$ cat src/rtl/keypad_time_entry_if.sv
`default_nettype none
// ============================================================================
// Module      : keypad_time_entry_if
// Description : Keypad-side inputs and counter-load outputs of the time-entry
//               stage, bundled for connection between bench/top and block.
// Revision    : 1.0  initial release
// ============================================================================
interface keypad_time_entry_if;
    logic        key_valid;
    logic [3:0]  key_code;
    logic        timer_done;
    logic [15:0] digits;
    logic        loadn;
    logic        armed;
    logic        entry_active;
    logic        err;

    modport master (
        output key_valid, key_code, timer_done,
        input  digits, loadn, armed, entry_active, err
    );

    modport slave (
        input  key_valid, key_code, timer_done,
        output digits, loadn, armed, entry_active, err
    );
endinterface
`default_nettype wire

$ cat src/rtl/keypad_time_entry.sv
`default_nettype none
// ============================================================================
// Module      : keypad_time_entry
// Description : Collects keypad digits into an MM:SS BCD cook time, validates
//               seconds-tens, strobes the digit counters and holds while armed.
// Revision    : 1.0  initial release
// ============================================================================
module keypad_time_entry #(
    parameter logic [3:0] QUICK_MIN_T = 4'd0,
    parameter logic [3:0] QUICK_MIN_U = 4'd0,
    parameter logic [3:0] QUICK_SEC_T = 4'd3,
    parameter logic [3:0] QUICK_SEC_U = 4'd0
) (
    input  wire logic             clk,
    input  wire logic             clrn,
    keypad_time_entry_if.slave    kif
);

    typedef enum logic [1:0] {
        S_IDLE  = 2'd0,
        S_ENTRY = 2'd1,
        S_LOAD  = 2'd2,
        S_HOLD  = 2'd3
    } state_t;

    localparam logic [3:0]  c_KEY_START = 4'd10;
    localparam logic [3:0]  c_KEY_CLEAR = 4'd11;
    localparam logic [2:0]  c_MAX_DIGITS = 3'd4;
    localparam logic [15:0] c_QUICK_TIME = {QUICK_MIN_T, QUICK_MIN_U, QUICK_SEC_T, QUICK_SEC_U};

    state_t      r_state;
    state_t      w_state_nxt;
    logic        r_k_q;
    logic [2:0]  r_cnt;
    logic [2:0]  w_cnt_nxt;
    logic [15:0] r_digits;
    logic [15:0] w_digits_nxt;
    logic        r_loadn;
    logic        r_armed;
    logic        r_entry_active;
    logic        r_err;
    logic        w_err_nxt;

    logic w_press;
    logic w_digit_press;
    logic w_start_press;
    logic w_clear_press;

    // A held key produces one event; codes 12-15 decode to nothing.
    assign w_press       = kif.key_valid & ~r_k_q;
    assign w_digit_press = w_press && (kif.key_code <= 4'd9);
    assign w_start_press = w_press && (kif.key_code == c_KEY_START);
    assign w_clear_press = w_press && (kif.key_code == c_KEY_CLEAR);

    always_comb begin
        w_state_nxt  = r_state;
        w_cnt_nxt    = r_cnt;
        w_digits_nxt = r_digits;
        w_err_nxt    = 1'b0;
        case (r_state)
            S_IDLE: begin
                if (w_digit_press) begin
                    w_digits_nxt = {r_digits[11:0], kif.key_code};
                    w_cnt_nxt    = 3'd1;
                    w_state_nxt  = S_ENTRY;
                end else if (w_start_press) begin
                    w_digits_nxt = c_QUICK_TIME;
                    w_state_nxt  = S_LOAD;
                end
            end
            S_ENTRY: begin
                if (w_digit_press) begin
                    if (r_cnt < c_MAX_DIGITS) begin
                        w_digits_nxt = {r_digits[11:0], kif.key_code};
                        w_cnt_nxt    = r_cnt + 3'd1;
                    end
                end else if (w_clear_press) begin
                    w_digits_nxt = 16'h0000;
                    w_cnt_nxt    = 3'd0;
                    w_state_nxt  = S_IDLE;
                end else if (w_start_press) begin
                    // Only seconds-tens can be illegal; minutes span 00-99.
                    if (r_digits[7:4] <= 4'd5) begin
                        w_state_nxt = S_LOAD;
                    end else begin
                        w_err_nxt = 1'b1;
                    end
                end
            end
            S_LOAD: begin
                w_cnt_nxt   = 3'd0;
                w_state_nxt = S_HOLD;
            end
            S_HOLD: begin
                if (kif.timer_done || w_clear_press) begin
                    w_digits_nxt = 16'h0000;
                    w_state_nxt  = S_IDLE;
                end
            end
            default: begin
                w_state_nxt = S_IDLE;
            end
        endcase
    end

    always_ff @(posedge clk or negedge clrn) begin
        if (!clrn) begin
            r_state        <= S_IDLE;
            r_k_q          <= 1'b0;
            r_cnt          <= 3'd0;
            r_digits       <= 16'h0000;
            r_loadn        <= 1'b1;
            r_armed        <= 1'b0;
            r_entry_active <= 1'b0;
            r_err          <= 1'b0;
        end else begin
            r_state        <= w_state_nxt;
            r_k_q          <= kif.key_valid;
            r_cnt          <= w_cnt_nxt;
            r_digits       <= w_digits_nxt;
            // Status outputs are decoded from the next state so they line up
            // with r_state while coming straight from flops.
            r_loadn        <= (w_state_nxt != S_LOAD);
            r_armed        <= (w_state_nxt == S_HOLD);
            r_entry_active <= (w_state_nxt == S_ENTRY);
            r_err          <= w_err_nxt;
        end
    end

    assign kif.digits       = r_digits;
    assign kif.loadn        = r_loadn;
    assign kif.armed        = r_armed;
    assign kif.entry_active = r_entry_active;
    assign kif.err          = r_err;

endmodule
`default_nettype wire

$ cat src/flat_wrapper.sv
// flat-port wrapper written by rule: the top's interface ports become plain ports
module keypad_time_entry_flat 
#(
    parameter logic [3:0] QUICK_MIN_T = 4'd0,
    parameter logic [3:0] QUICK_MIN_U = 4'd0,
    parameter logic [3:0] QUICK_SEC_T = 4'd3,
    parameter logic [3:0] QUICK_SEC_U = 4'd0
)
  (clk, clrn, kif_key_valid, kif_key_code, kif_timer_done, kif_digits, kif_loadn, kif_armed, kif_entry_active, kif_err);
  keypad_time_entry_if kif_i ();
  input  wire logic clk;
  input  wire logic clrn;
  input wire logic [$bits(kif_i.key_valid)-1:0] kif_key_valid;
  input wire logic [$bits(kif_i.key_code)-1:0] kif_key_code;
  input wire logic [$bits(kif_i.timer_done)-1:0] kif_timer_done;
  output wire logic [$bits(kif_i.digits)-1:0] kif_digits;
  output wire logic [$bits(kif_i.loadn)-1:0] kif_loadn;
  output wire logic [$bits(kif_i.armed)-1:0] kif_armed;
  output wire logic [$bits(kif_i.entry_active)-1:0] kif_entry_active;
  output wire logic [$bits(kif_i.err)-1:0] kif_err;
  assign kif_i.key_valid = kif_key_valid;
  assign kif_i.key_code = kif_key_code;
  assign kif_i.timer_done = kif_timer_done;
  assign kif_digits = kif_i.digits;
  assign kif_loadn = kif_i.loadn;
  assign kif_armed = kif_i.armed;
  assign kif_entry_active = kif_i.entry_active;
  assign kif_err = kif_i.err;
  keypad_time_entry #(.QUICK_MIN_T(QUICK_MIN_T), .QUICK_MIN_U(QUICK_MIN_U), .QUICK_SEC_T(QUICK_SEC_T), .QUICK_SEC_U(QUICK_SEC_U)) u_core (.clk(clk), .clrn(clrn), .kif(kif_i));
endmodule
$ cat config.mk
export PLATFORM = sky130hd
export DESIGN_NAME = keypad_time_entry_flat
export DESIGN_NICKNAME = d
export VERILOG_FILES = /design/src/rtl/keypad_time_entry_if.sv /design/src/rtl/keypad_time_entry.sv /design/src/flat_wrapper.sv
export SDC_FILE = /design/constraint.sdc
export NUM_CORES = 1
export LEC_CHECK = 0
export ABC_AREA = 1
export CORE_UTILIZATION = 52
export CTS_CLUSTER_DIAMETER = 60
export DETAILED_ROUTE_END_ITERATION = 8
export GPL_TIMING_DRIVEN = 0
export PLACE_DENSITY = 0.8
export SLEW_MARGIN = 20
export SYNTH_ARGS = -nofsm -noshare
export SYNTH_HDL_FRONTEND = slang
export SYNTH_SLANG_ARGS = --single-unit
export TNS_END_PERCENT = 10
$ cat constraint.sdc
create_clock -name clk -period 1.7 [get_ports clk]
set_input_delay 0.255 -clock clk [delete_from_list [all_inputs] [get_ports clk]]
set_output_delay 0.255 -clock clk [all_outputs]
set_load 0.01 [all_outputs]
==> reports/metrics.cfg <==
[outcome]
status=complete, no violations

[yosys]
synth_edf_count=0
yosys.area_share.simple=0.294
synthXorXnorAreaFrac=0.00571
synth.net_count=184
synthTopCellsByCount=nand2_1, dfrtp_1, nand2_2, o21ai_2, inv_1
synth_area_per_cell_um2=9.02
synth_seq_cells=26
synthFlopType=dfrtp_1
synth_area_leaders=dfrtp_1, o21ai_2, nand2_1
synth_mux_area_frac=0
seq_area_frac_synth=0.425
synth_fa_ha_area_frac=0.0489
async_flop_share=1.00
synth_top_family_by_area=simple AND/OR/NAND/NOR gates
yosys.area.top_type_share=0.408
synth_compound_area_frac=0.155
synthDistinctLibCells=25
synth.most_common_cell=nand2_1
yosysTopAreaCell=dfrtp_1
syn-cell-area_um2=1530
synthCells=170
yosysWarningCount=0

[cells_and_area]
final-seq-area_um2=654
fill_cells=225
multi_input_area_um2=806
diodes=0
drive_gt1_frac=0.338
final_area_um2=1950
fin_nets=219
syn_to_final_growth_pct=27.2

[placed_design]
placed_area_um2=1840
place_hpwl_um=2270
io_buffers=27
routabilityCongestion=0.920

[timing]
final-setup-viol-count=0
final_hold_viol_count=0
fmax_ghz=0.617
slew_headroom=0.629
fin_skew_ns=0.00450
drv_slew=0
worst_pin_slew_ns=0.556
period_needed_ns=1.62
fin_crit_sh=0.954

[floorplan]
rows=19
dieArea_um2=3170
num_io_pins=28
initial_utilization=0.552
fp.dieH_um=56.3
fp.dieW_um=56.3
core_area_um2=2780

[detailed_routing]
drc=0
drtPass1Iterations=4
wl_per_cell_um=12.7
wl_um=2990
vias=1215
postRouteAntennaNets=0
drt_iter0_drc=33
avgViaCountPerCell=5.17

[clock_network]
clock_latency_ns=0.32
clockBufferDepth=2
cts-root-buf=clkbuf_4
cts_tree=built
cts_buffers=3
clkSlewWorstSetupHoldPaths_ns=0.14
clock_sinks=26
h-tree-depth=1

[grt]
grt_max_degree=27
antenna_found_initial=0
grt_pass1_wl_um=5340
grt_pass1_vias=1195
grt_overflow=0
grt_usage=0.215

[critical_path]
cp_max_fo=1
end_kind=primary output
critical_path_class=register to primary output
critPathLaunchType=register
crit_required_ns=1.44
cpPeakStageDelay_ns=0.54
crit_buf_inv=1
worstPathCellList=clkdlybuf4s50_1
crit_family=flip-flops
critPathSlowestCell=dfstp_2
arrival_ns=1.37

[job]
cap_violations=0

[power]
power_mw=2.95
ir_drop_v=0.00105
p_per_area_nw_per_um2=1510
leakagePower_nw=0.885

[hold_path]
hp-class=primary input to asynchronous set/reset pin

==> layout by cell type (no fill, tap or decap), drive strengths merged, types with 2 or more instances in the layout <==
cell type	count
dfrtp	25
ha	6
clkbuf	3
a21oi	4
nor3	2
nor2	14
o21ai	21
buf	7
inv	18
nand3	9
o22ai	3
nand2	61
clkdlybuf4s50	26
==> layout make-up <==
class,count,area share
sequential,26,0.335
inverter,18,0.0346
clock inverter,1,0.0154
clock buffer,3,0.0115
timing repair buffer,30,0.149
tap,31,0.0199
buffer,4,0.0212
multi-input combinational,122,0.413
==> report_power, final <==
group | switching, mW | internal, mW
Combinational | 0.935 | 0.694
Clock | 0.178 | 0.238
Sequential | 0.135 | 0.772
Total | 1.25 | 1.71
==> logic make-up (layout without fill, tap and decap cells) <==
| group | Yosys count | count (layout) |
|---|---|---|
| and+or+nand+nor | 87 | 87 |
| adders and majority gates | 6 | 6 |
| AOI/OAI and AO/OA | 28 | 28 |
| xor gates and xnor gates | 1 | 1 |
| DFF | 26 | 26 |
| buffers and inverters | 22 | 56 |
==> per-stage QoR <==
stage               worst slack [ns]  hold slack, ns  setup TNS (ns)  std cells  utilization
global route                 -0.0114           0.426         -0.0333        235        0.701
detailed placement            -0.206           0.479           -3.78        228        0.663
finish                        0.0782           0.436               0        235        0.701
global placement              -0.168           0.470           -2.83        228        0.663
floorplan                      0.176         -0.0406               0        170            -
CTS                         0.000572           0.439               0        232        0.685
==> path summary, 6_finish.rpt <==
check / from / end / slack, ns / depth (start not counted)
max: u_core.kif.loadn / kif_loadn / 0.08 / 1
min: clrn / u_core.kif.digits[13] / 0.44 / 2
max reg2reg: u_core.r_state[0] / u_core.kif.digits[0] / 0.09 / 10
min reg2reg: u_core.kif.digits[13] / u_core.kif.digits[13] / 0.51 / 2
max in group asynchronous: clrn / u_core.r_state[0] / 0.86 / 2
min in group clk: kif_key_valid / u_core.r_k_q / 0.45 / 1
==> flip-flops by register name, summed over array words and instances, names as in the netlist <==
name,count
u_core.kif.entry_active,1
u_core.kif.err,1
u_core.r_cnt,3
u_core.kif.armed,1
u_core.kif.digits,16
u_core.kif.loadn,1
u_core.r_state,2
u_core.r_k_q,1
==> routing by layer <==
layer	track usage	wire length, um
met4	0.0871	56
met2	0.352	1510
met3	0.0230	117
met5	0	0
met1	0.293	1300
==> what timing repair did <==
item | CTS | global route
setup endpoints to repair | 16 | 23
setup buffers | 0 | 2
cloned | 0 | 0
hold buffers | 0 | 1
hold endpoints to repair | 0 | 25
pin swaps | 0 | 0
gates resized for setup | 2 | 8
Note: power is estimated with default switching activity, not from simulation.
